===== src/rtl/dallanma_ongorucu_if.sv =====
`default_nettype none
// ============================================================================
//  Module      : dallanma_ongorucu_if
//  Description : Fetch-side bundle between the execute stage (redirect g1,
//                branch feedback g2) and the PC generator / branch predictor.
//                The slave modport is the predictor, the master modport is
//                whoever drives redirects and consumes the fetch PS.
//  Revision    : 1.0 - initial release
// ============================================================================
interface dallanma_ongorucu_if #(
    parameter int PS_BIT = 32
);
    // fetch-side control
    logic              duraklat_i;
    // g1: redirect
    logic [PS_BIT-1:0] g1_ps_i;
    logic              g1_ps_gecerli_i;
    // g2: branch resolution feedback
    logic [PS_BIT-1:0] g2_ps_i;
    logic              g2_guncelle_i;
    logic              g2_atladi_i;
    logic              g2_hatali_tahmin_i;
    // fetch outputs
    logic [PS_BIT-1:0] ps_o;
    logic              ps_gecerli_o;
    logic              tahmin_atladi_o;
    logic              bosalt_o;

    modport master (
        output duraklat_i,
        output g1_ps_i, g1_ps_gecerli_i,
        output g2_ps_i, g2_guncelle_i, g2_atladi_i, g2_hatali_tahmin_i,
        input  ps_o, ps_gecerli_o, tahmin_atladi_o, bosalt_o
    );

    modport slave (
        input  duraklat_i,
        input  g1_ps_i, g1_ps_gecerli_i,
        input  g2_ps_i, g2_guncelle_i, g2_atladi_i, g2_hatali_tahmin_i,
        output ps_o, ps_gecerli_o, tahmin_atladi_o, bosalt_o
    );
endinterface
`default_nettype wire


===== src/rtl/dallanma_ongorucu.sv =====
`default_nettype none
// ============================================================================
//  Module      : dallanma_ongorucu
//  Description : Fetch PC generator with a direct-mapped BTB and a bimodal
//                2-bit counter per entry. Predicts on the current PS, follows
//                execute-stage redirects, and trains on branch feedback.
//  Revision    : 1.0 - initial release
// ============================================================================
module dallanma_ongorucu #(
    parameter int                 PS_BIT    = 32,
    parameter int                 BTB_SATIR = 32,
    parameter logic [PS_BIT-1:0]  RESET_PS  = 32'h4000_0000
) (
    input  logic                  clk_i,
    input  logic                  rst_i,
    dallanma_ongorucu_if.slave    bus
);

    localparam int IDX_BIT = $clog2(BTB_SATIR);
    localparam int TAG_BIT = PS_BIT - IDX_BIT - 2;

    localparam logic [1:0]        C_SAYAC_RESET = 2'b01;
    localparam logic [1:0]        C_SAYAC_ALLOC = 2'b10;
    localparam logic [PS_BIT-1:0] C_ADIM        = PS_BIT'(4);

    // Fetch PS state
    logic [PS_BIT-1:0]  r_ps;
    logic               r_ps_gecerli;

    // BTB / counter table, one flop set per entry
    logic [BTB_SATIR-1:0] r_gecerli;
    logic [TAG_BIT-1:0]   r_tag   [BTB_SATIR];
    logic [PS_BIT-1:0]    r_hedef [BTB_SATIR];
    logic [1:0]           r_sayac [BTB_SATIR];

    // Read (prediction) side
    logic [IDX_BIT-1:0] w_rd_idx;
    logic [TAG_BIT-1:0] w_rd_tag;
    logic               w_rd_isabet;
    logic               w_tahmin;
    logic [PS_BIT-1:0]  w_sonraki;

    // Write (training) side
    logic [IDX_BIT-1:0] w_wr_idx;
    logic [TAG_BIT-1:0] w_wr_tag;
    logic               w_wr_isabet;
    logic               w_hedef_yaz;

    // Saturating counter helpers
    function automatic logic [1:0] sayac_arttir(input logic [1:0] s);
        return (s == 2'b11) ? s : s + 2'd1;
    endfunction

    function automatic logic [1:0] sayac_azalt(input logic [1:0] s);
        return (s == 2'b00) ? s : s - 2'd1;
    endfunction

    assign w_rd_idx    = r_ps[IDX_BIT+1:2];
    assign w_rd_tag    = r_ps[PS_BIT-1:IDX_BIT+2];
    assign w_rd_isabet = r_gecerli[w_rd_idx] && (r_tag[w_rd_idx] == w_rd_tag);
    assign w_tahmin    = w_rd_isabet && r_sayac[w_rd_idx][1];
    // Adder wraps naturally at 2^PS_BIT
    assign w_sonraki   = w_tahmin ? r_hedef[w_rd_idx] : r_ps + C_ADIM;

    assign w_wr_idx    = bus.g2_ps_i[IDX_BIT+1:2];
    assign w_wr_tag    = bus.g2_ps_i[PS_BIT-1:IDX_BIT+2];
    assign w_wr_isabet = r_gecerli[w_wr_idx] && (r_tag[w_wr_idx] == w_wr_tag);
    // The corrected target only travels on g1, so a taken mispredict is the
    // one case where a target gets written.
    assign w_hedef_yaz = bus.g2_hatali_tahmin_i && bus.g2_atladi_i;

    assign bus.ps_o            = r_ps;
    assign bus.ps_gecerli_o    = r_ps_gecerli;
    assign bus.tahmin_atladi_o = w_tahmin;
    assign bus.bosalt_o        = bus.g1_ps_gecerli_i && !rst_i;

    // PS register: reset, then redirect, then stall, then predicted next PS
    always_ff @(posedge clk_i) begin
        if (rst_i) begin
            r_ps         <= RESET_PS;
            r_ps_gecerli <= 1'b0;
        end else begin
            r_ps_gecerli <= 1'b1;
            if (bus.g1_ps_gecerli_i) begin
                r_ps <= bus.g1_ps_i;
            end else if (!bus.duraklat_i) begin
                r_ps <= w_sonraki;
            end
        end
    end

    // Table training: hits move the counter, taken mispredicts fix or allocate
    always_ff @(posedge clk_i) begin
        if (rst_i) begin
            for (int i = 0; i < BTB_SATIR; i++) begin
                r_gecerli[i] <= 1'b0;
                r_sayac[i]   <= C_SAYAC_RESET;
            end
        end else if (bus.g2_guncelle_i) begin
            if (w_wr_isabet) begin
                if (bus.g2_atladi_i) begin
                    r_sayac[w_wr_idx] <= sayac_arttir(r_sayac[w_wr_idx]);
                end else begin
                    r_sayac[w_wr_idx] <= sayac_azalt(r_sayac[w_wr_idx]);
                end
                if (w_hedef_yaz) begin
                    r_hedef[w_wr_idx] <= bus.g1_ps_i;
                end
            end else if (w_hedef_yaz) begin
                r_gecerli[w_wr_idx] <= 1'b1;
                r_tag[w_wr_idx]     <= w_wr_tag;
                r_hedef[w_wr_idx]   <= bus.g1_ps_i;
                r_sayac[w_wr_idx]   <= C_SAYAC_ALLOC;
            end
        end
    end

endmodule
`default_nettype wire


===== src/flat_wrapper.sv =====
// flat-port wrapper written by rule: the top's interface ports become plain ports
module dallanma_ongorucu_flat 
#(
    parameter int                 PS_BIT    = 32,
    parameter int                 BTB_SATIR = 32,
    parameter logic [PS_BIT-1:0]  RESET_PS  = 32'h4000_0000
)
  (clk_i, rst_i, bus_duraklat_i, bus_g1_ps_i, bus_g1_ps_gecerli_i, bus_g2_ps_i, bus_g2_guncelle_i, bus_g2_atladi_i, bus_g2_hatali_tahmin_i, bus_ps_o, bus_ps_gecerli_o, bus_tahmin_atladi_o, bus_bosalt_o);
  dallanma_ongorucu_if #(.PS_BIT(PS_BIT)) bus_i ();
  input  logic clk_i;
  input  logic rst_i;
  input wire logic [$bits(bus_i.duraklat_i)-1:0] bus_duraklat_i;
  input wire logic [$bits(bus_i.g1_ps_i)-1:0] bus_g1_ps_i;
  input wire logic [$bits(bus_i.g1_ps_gecerli_i)-1:0] bus_g1_ps_gecerli_i;
  input wire logic [$bits(bus_i.g2_ps_i)-1:0] bus_g2_ps_i;
  input wire logic [$bits(bus_i.g2_guncelle_i)-1:0] bus_g2_guncelle_i;
  input wire logic [$bits(bus_i.g2_atladi_i)-1:0] bus_g2_atladi_i;
  input wire logic [$bits(bus_i.g2_hatali_tahmin_i)-1:0] bus_g2_hatali_tahmin_i;
  output wire logic [$bits(bus_i.ps_o)-1:0] bus_ps_o;
  output wire logic [$bits(bus_i.ps_gecerli_o)-1:0] bus_ps_gecerli_o;
  output wire logic [$bits(bus_i.tahmin_atladi_o)-1:0] bus_tahmin_atladi_o;
  output wire logic [$bits(bus_i.bosalt_o)-1:0] bus_bosalt_o;
  assign bus_i.duraklat_i = bus_duraklat_i;
  assign bus_i.g1_ps_i = bus_g1_ps_i;
  assign bus_i.g1_ps_gecerli_i = bus_g1_ps_gecerli_i;
  assign bus_i.g2_ps_i = bus_g2_ps_i;
  assign bus_i.g2_guncelle_i = bus_g2_guncelle_i;
  assign bus_i.g2_atladi_i = bus_g2_atladi_i;
  assign bus_i.g2_hatali_tahmin_i = bus_g2_hatali_tahmin_i;
  assign bus_ps_o = bus_i.ps_o;
  assign bus_ps_gecerli_o = bus_i.ps_gecerli_o;
  assign bus_tahmin_atladi_o = bus_i.tahmin_atladi_o;
  assign bus_bosalt_o = bus_i.bosalt_o;
  dallanma_ongorucu #(.PS_BIT(PS_BIT), .BTB_SATIR(BTB_SATIR), .RESET_PS(RESET_PS)) u_core (.clk_i(clk_i), .rst_i(rst_i), .bus(bus_i));
endmodule

===== config.mk =====
export PLATFORM = sky130hd
export DESIGN_NAME = dallanma_ongorucu_flat
export DESIGN_NICKNAME = d
export VERILOG_FILES = /design/src/rtl/dallanma_ongorucu_if.sv /design/src/rtl/dallanma_ongorucu.sv /design/src/flat_wrapper.sv
export SDC_FILE = /design/constraint.sdc
export NUM_CORES = 2
export LEC_CHECK = 0
export BUFFER_PORTS_ARGS = -buffer_cell sky130_fd_sc_hd__buf_4
export CELL_PAD_IN_SITES_DETAIL_PLACEMENT = 1
export CELL_PAD_IN_SITES_GLOBAL_PLACEMENT = 2
export CORE_UTILIZATION = 50
export DETAILED_ROUTE_END_ITERATION = 7
export PLACE_DENSITY_LB_ADDON = 0.1
export SLEW_MARGIN = 20
export SYNTH_ARGS = -nofsm -noshare
export SYNTH_HDL_FRONTEND = slang
export SYNTH_SLANG_ARGS = --single-unit

===== constraint.sdc =====
create_clock -name clk_i -period 6.42 [get_ports clk_i]
set_input_delay 1.926 -clock clk_i [delete_from_list [all_inputs] [get_ports clk_i]]
set_output_delay 1.926 -clock clk_i [all_outputs]
set_load 0.005 [all_outputs]

* Yosys cells after proc, flatten, opt, wreduce, memory -nomap -nowiden
Memories as Yosys holds them, arrays and structs flattened. A register that Yosys moved wholly into a read port is not among the register bits.
Cells that the tools add are included.
** Storage, ports and cells
- Register bits :: 65
- Latch bits :: 0
- Memory bits (writable) :: 1888
- Memories :: 3
- Memory bits (read-only) :: 0
- Input port bits :: 71
- Output and inout port bits :: 35
- Logic and storage cells :: 76
** Operators by class
- Magnitude comparators :: 3
- Mux-type cells :: 45
- Eq/ne operators :: 4
- Multiply operators :: 0
- Add/sub/neg operators :: 3
- Reductions and logical operators :: 10
- Divide/modulo/power cells :: 0
- Bitwise logic cells :: 5
- Shifts and indexed selects :: 0
** Memory list
- u_core.r_hedef :: depth 32, width 32, read ports 1, clocked after memory_dff 1, write ports 1, RTL line dallanma_ongorucu.sv:33 : logic [PS_BIT-1:0] r_hedef [BTB_SATIR];
- u_core.r_tag :: depth 32, width 25, read ports 2, clocked after memory_dff 1, write ports 1, RTL line dallanma_ongorucu.sv:32 : logic [TAG_BIT-1:0] r_tag [BTB_SATIR];
- u_core.r_sayac :: depth 32, width 2, read ports 2, clocked after memory_dff 1, write ports 32, RTL line dallanma_ongorucu.sv:34 : logic [1:0] r_sayac [BTB_SATIR];
** Operators by type and width (count)
- 2-to-1 mux 32 bit :: 4
- equality test 25 bit :: 2
- 2-to-1 mux 5 bit :: 7
- adder 32 x 3 -> 32 bit, second input constant :: 1
- OR 32 bit :: 1
- 2-to-1 mux 1 bit :: 26
- less-than comparator 5 x 6 -> 1 bit, second input constant :: 2
- binary-select mux 1 bit (select 5 bit) :: 2
- 2-to-1 mux 2 bit :: 5
- logical AND 1 bit :: 6
- demux 1 bit (select 5 bit) :: 1
- greater-or-equal comparator 5 x 1 -> 1 bit, second input constant :: 1
- OR 1 bit :: 3
- AND reduction 3 bit :: 1
- adder 2 x 1 -> 2 bit, second input constant :: 1
- equality test 2 bit, second input constant :: 1
- zero test 2 bit :: 1
- != test 2 x 1 -> 1 bit, second input constant :: 1
- OR reduction 2 bit :: 1
- subtractor 2 x 1 -> 2 bit, second input constant :: 1
- zero test 1 bit :: 1
- NOT 1 bit :: 1

* Depth between registers and ports, before layout
- Word-level depth :: 11
- Gate-level depth with buffers :: 17
- Depth with buffers taken out :: 11

* Least setup slack after synthesis
OpenSTA, ideal clock, no wires.
- Path kind :: input -> register
- Start point :: input bus_g2_ps_i[2]
- End point :: memory u_core.r_tag[11][0] (netlist bit), enable pin
- Buffers on the path :: 4
- Cell stages on the path :: 14
- Library setup time :: 407 ps
- Required time :: 6013 ps
- Arrival :: 5668 ps
- Setup slack :: 345 ps
- Cells stage by stage :: buf_2 -> buf_1 -> mux4_2 -> a22oi_1 -> nand4_1 -> xor2_1 -> nor4_1 -> nand3_1 -> nor3_1 -> nand2b_1 -> or2_2 -> clkbuf_1 -> buf_2 -> nor2_1
** On the way
- Word-level cells in the longest chain between the ends :: 7
- Elaborated cells between the ends (all ways) :: 9
- Classes of those cells :: eq/ne: 1; mux: 6; reduce/logical: 1; memory: 1
** Ends and longest elaborated chain
- start, declared :: RTL line flat_wrapper.sv:15 : input wire logic [$bits(bus_i.g2_ps_i)-1:0] bus_g2_ps_i;
- memory read (32 x 25 bit) / binary-select mux 1 bit (select 5 bit) (equally long branches)
- equality test 25 bit / 2-to-1 mux 1 bit (equally long branches) :: RTL line dallanma_ongorucu.sv:67 : assign w_wr_isabet = r_gecerli[w_wr_idx] && (r_tag[w_wr_idx] == w_wr_tag);
- logical AND 1 bit :: RTL line dallanma_ongorucu.sv:67
- 2-to-1 mux 1 bit :: RTL line dallanma_ongorucu.sv:100 : if (w_wr_isabet) begin
- 2-to-1 mux 1 bit :: RTL line dallanma_ongorucu.sv:99 : end else if (bus.g2_guncelle_i) begin
- 2-to-1 mux 1 bit :: RTL line dallanma_ongorucu.sv:94 : if (rst_i) begin
- 2-to-1 mux 1 bit (implied by the code) :: RTL line dallanma_ongorucu.sv:111 : r_tag[w_wr_idx] <= w_wr_tag;
- end, declared :: RTL line dallanma_ongorucu.sv:32
Several ways; a longest one is shown, not always the timed one. The select of a mux whose other input is x is not followed.

==> flow_summary.yaml <==
drt:
  route.final.wire_length_um: 266000
  drt_iter0_drc: 5831
  detail_route.wl_per_cell_um: 39.2
  postRouteAntennaNets: 0
  route.detailed.drc: 6
  dr_total_vias: 46500
  first_pass_iters: 7
  vias_per_cell: 6.86
synthesis:
  synth_top_cell_by_area: "sky130_fd_sc_hd__edfxtp_1"
  synth_flop_cell: "sky130_fd_sc_hd__edfxtp_1"
  asyncSetResetFlopFracSynth_pct: 0
  yosysUniqueCellTypes: 72
  yosys.cell_count.top_type: "sky130_fd_sc_hd__edfxtp_1"
  synth_top_area_share_pct: 67.9
  synthTopCellsByArea: "sky130_fd_sc_hd__edfxtp_1 68%, sky130_fd_sc_hd__mux4_2 19%, sky130_fd_sc_hd__mux2i_1 1.7%"
  syn_nets: 4122
  yosys_warnings: 0
  synth_area_um2: 83400
  yosysSeqAreaShare_pct: 69.6
  synth_common_cells: "1,888 x sky130_fd_sc_hd__edfxtp_1, 699 x sky130_fd_sc_hd__mux4_2, 163 x sky130_fd_sc_hd__clkbuf_1"
  synth_cells: 4050
  synth_edf_count: 1888
  syn_area_per_cell_um2: 20.6
  synth_seq_cells: 1958
floorplan:
  die_area_um2: 169000
  core_region_area_um2: 165000
  fp.dieW_um: 411
  fp.dieH_um: 411
  initial_core_util_pct: 50.5
  std_cell_rows: 149
  ioPinCount: 106
setup_path:
  timing.critical_path.required_ns: 4.49
  path_max_fanout: 14
  cp_data_arrival_time_ns: 4.51
  startpoint_type: "register"
  capturing_element_type_of_the_critical_path: "output port"
  reg_to_reg_setup_timing_slack_ns: 1.26
  timing.rr.end: "u_core.bus.ps_o[1]$_SDFFE_PP0P_"
  reg2reg_depth: 9
  worstSetupPathType: "reg -> out"
timing:
  setup_total_negative_slack_ns: -0.0175
  final.setup_skew_ns: 0.0461
  period_minus_slack_ns: 6.44
  tightestPinTransition_ns: 1.02
  tightest_slew_margin_relative_to_the_limit_pct: 32.1
  finalSetupViolations: 1
  final.hold.worst_slack_ns: 0.484
  postLayoutSetupSlackWorst_ns: -0.0175
  final.period_utilization_pct: 100
  finalHoldViolCount: 0
  fmaxAchievable_ghz: 0.155
  drv_slew: 0
global_route:
  grt_pass1_wl_um: 369000
  grt_util_all_layers_pct: 31.7
  grt_antenna_before_repair: 6
  grt_pass1_vias: 47800
  grt_overflow: 0
  pin_count_of_the_biggest_net_entering_global_routing: 108
min_path:
  hold-path-cell-count: 1
  hold_start: "u_core.r_gecerli[5]$_SDFFE_PP0P_"
  worstHoldEndpoint: "u_core.r_gecerli[5]$_SDFFE_PP0P_"
  timing.hold.worst.class: "reg -> reg"
clock_tree:
  clk-insertion-delay-late_ns: 0.86
  cts_max_path_buffers: 3
  cts_tree: "done"
  clk_transition_reported_paths_ns: 0.06
  cts_hold_buffers: 0
  htree_levels: 4
  numClockSinks: 1958
  cts-buffers-inserted: 202
  cell_at_the_root_of_the_clock_tree: "sky130_fd_sc_hd__clkbuf_16"
finish:
  finish.utilization_pct: 59.0
  area.growth.synth_to_final_pct: 16.9
  design.final.nets: 4497
  num-fill-cells: 13700
  final_layout_size_suffix_gt1_share_pct: 35.1
power_and_ir_drop:
  pwr_density_cell_nw_per_um2: 289
  leakage_uw: 0.0304
  worst_supply_voltage_drop_on_vdd_mv: 0.296
job:
  cap_viol_max_count: 0
place:
  port_buffers: 103
  hpwlAfterDp_um: 156000
  finalWeightedCongestion: 0.845
run_status:
  violated_checks: "design-rule violations, negative setup slack"
  outcome: "finished, violations left"
final cells by class:
cell class | instances | area (µm²) | area share [%]
flip-flops and latches | 1958 | 58100 | 59.6
multi-input cells | 1773 | 24400 | 25.0
repair buffers | 479 | 5740 | 5.88
clock buffers | 248 | 5310 | 5.45
well taps | 2189 | 2740 | 2.81
clock inverters | 120 | 1220 | 1.25
inverters | 11 | 41.3 | 0.0423
diodes | 1 | 2.50 | 0.00256
layout by cell type (no fill, tap or decap), types with 13 or more instances in the layout:
cell and n:
sky130_fd_sc_hd__o31ai_1 33, sky130_fd_sc_hd__or2_2 26, sky130_fd_sc_hd__o2bb2ai_1 32, sky130_fd_sc_hd__nor2b_1 18, sky130_fd_sc_hd__a22oi_1 152, sky130_fd_sc_hd__nor4_1 54, sky130_fd_sc_hd__nand2_1 37, sky130_fd_sc_hd__mux2_2 28
sky130_fd_sc_hd__nand4_1 52, sky130_fd_sc_hd__nor2_1 32, sky130_fd_sc_hd__mux4_1 15, sky130_fd_sc_hd__mux2i_1 138, sky130_fd_sc_hd__nand3_1 37, sky130_fd_sc_hd__nand2b_1 24, sky130_fd_sc_hd__mux4_2 699, sky130_fd_sc_hd__buf_4 310
sky130_fd_sc_hd__dfxtp_1 65, sky130_fd_sc_hd__a22o_1 20, sky130_fd_sc_hd__edfxtp_1 1888, sky130_fd_sc_hd__a221oi_1 15, sky130_fd_sc_hd__clkinv_2 26, sky130_fd_sc_hd__o22ai_1 26, sky130_fd_sc_hd__xor2_1 45, sky130_fd_sc_hd__clkbuf_1 42
sky130_fd_sc_hd__a21oi_1 42, sky130_fd_sc_hd__xnor2_1 14, sky130_fd_sc_hd__clkinv_1 62, sky130_fd_sc_hd__o311ai_0 13, sky130_fd_sc_hd__nor2_4 66, sky130_fd_sc_hd__buf_12 156, sky130_fd_sc_hd__clkbuf_16 206, sky130_fd_sc_hd__bufinv_16 19
flip-flops by register name, indices dropped and copies added, names as in the netlist, named ones only:
name,cells
u_core.r_sayac,64
u_core.r_tag,800
u_core.bus.ps_o,32
u_core.bus.ps_gecerli_o,1
u_core.r_hedef,1024
u_core.r_gecerli,32
critical path, stage by stage (launching register included):
cell and delay, ns:
sky130_fd_sc_hd__dfxtp_4 0.58, sky130_fd_sc_hd__buf_6 0.27, sky130_fd_sc_hd__buf_4 0.17, sky130_fd_sc_hd__buf_16 0.17, sky130_fd_sc_hd__mux4_2 0.34, sky130_fd_sc_hd__mux2_2 0.28
sky130_fd_sc_hd__nand2_1 0.07, sky130_fd_sc_hd__o211ai_1 0.38, sky130_fd_sc_hd__xor2_1 0.29, sky130_fd_sc_hd__nor3b_1 0.25, sky130_fd_sc_hd__nand4b_1 0.12, sky130_fd_sc_hd__or4_4 0.52
sky130_fd_sc_hd__inv_1 0.08, sky130_fd_sc_hd__buf_4 0.10
per-layer routing:
| layer | GRT usage (%) | vias up | part of all wire, % |
|---|---|---|---|
| li1 | - | 18300 | - |
| met1 | 42.6 | 25300 | 39 |
| met2 | 51.8 | 2417 | 49 |
| met3 | 5.81 | 583 | 7.9 |
| met4 | 12.5 | 8 | 4.4 |
| met5 | 0 | - | 0.017 |
report_power, final:
group	switching [µW]	internal [µW]	total [µW]	leakage, µW
combinational	1370	1050	2430	0.00962
sequential	92.5	14100	14100	0.0176
clock	5010	6640	11700	0.00317
total	6480	21700	28200	0.0304
cells by family (layout without fill, tap and decap cells):
logic type | after synthesis | after routing | synth area share (%)
XOR/XNOR | 59 | 59 | 0.619
adder cells (fa/ha/maj) | 2 | 2 | 0.0270
flip-flops | 1958 | 1958 | 69.6
multiplexers | 886 | 886 | 21.4
other | 0 | 1 | 0
AND/OR/NAND/NOR | 425 | 425 | 2.80
AO/OA/AOI/OAI | 401 | 401 | 3.59
buffers and inverters | 319 | 858 | 1.89
metrics by stage:
step / setup slack, ns / total power (µW) / area (µm²) / cells
2_1_floorplan: 0.345 / 15800 / 83400 / 4050
3_3_place_gp: -0.377 / 16700 / 90500 / 6377
3_5_place_dp: -0.407 / 16800 / 90500 / 6377
4_1_cts: 0.000195 / 28400 / 97400 / 6767
5_1_grt: -0.0667 / 28900 / 97600 / 6778
6_report: -0.0175 / 28200 / 97600 / 6779
how the worst max path moves through the flow:
stage                     slack [ns]                             endpoint
after CTS                     0.0002                  bus_tahmin_atladi_o
after global placement         -0.38  u_core.r_sayac[15][0]$_SDFFCE_PN1P_
after floorplan                 0.35        u_core.r_tag[11][0]$_DFFE_PP_
final                          -0.02                  bus_tahmin_atladi_o
after detailed placement       -0.41   u_core.r_sayac[7][0]$_SDFFCE_PN1P_
after global routing           -0.07                  bus_tahmin_atladi_o
timing repair:
item,4_1_cts,5_1_grt
gates cloned,3,0
pin swaps,1,2
gates resized for setup,23,6
endpoints found under the setup margin,1,1
setup buffers,19,11
Note: power is estimated with default switching activity, not from simulation.
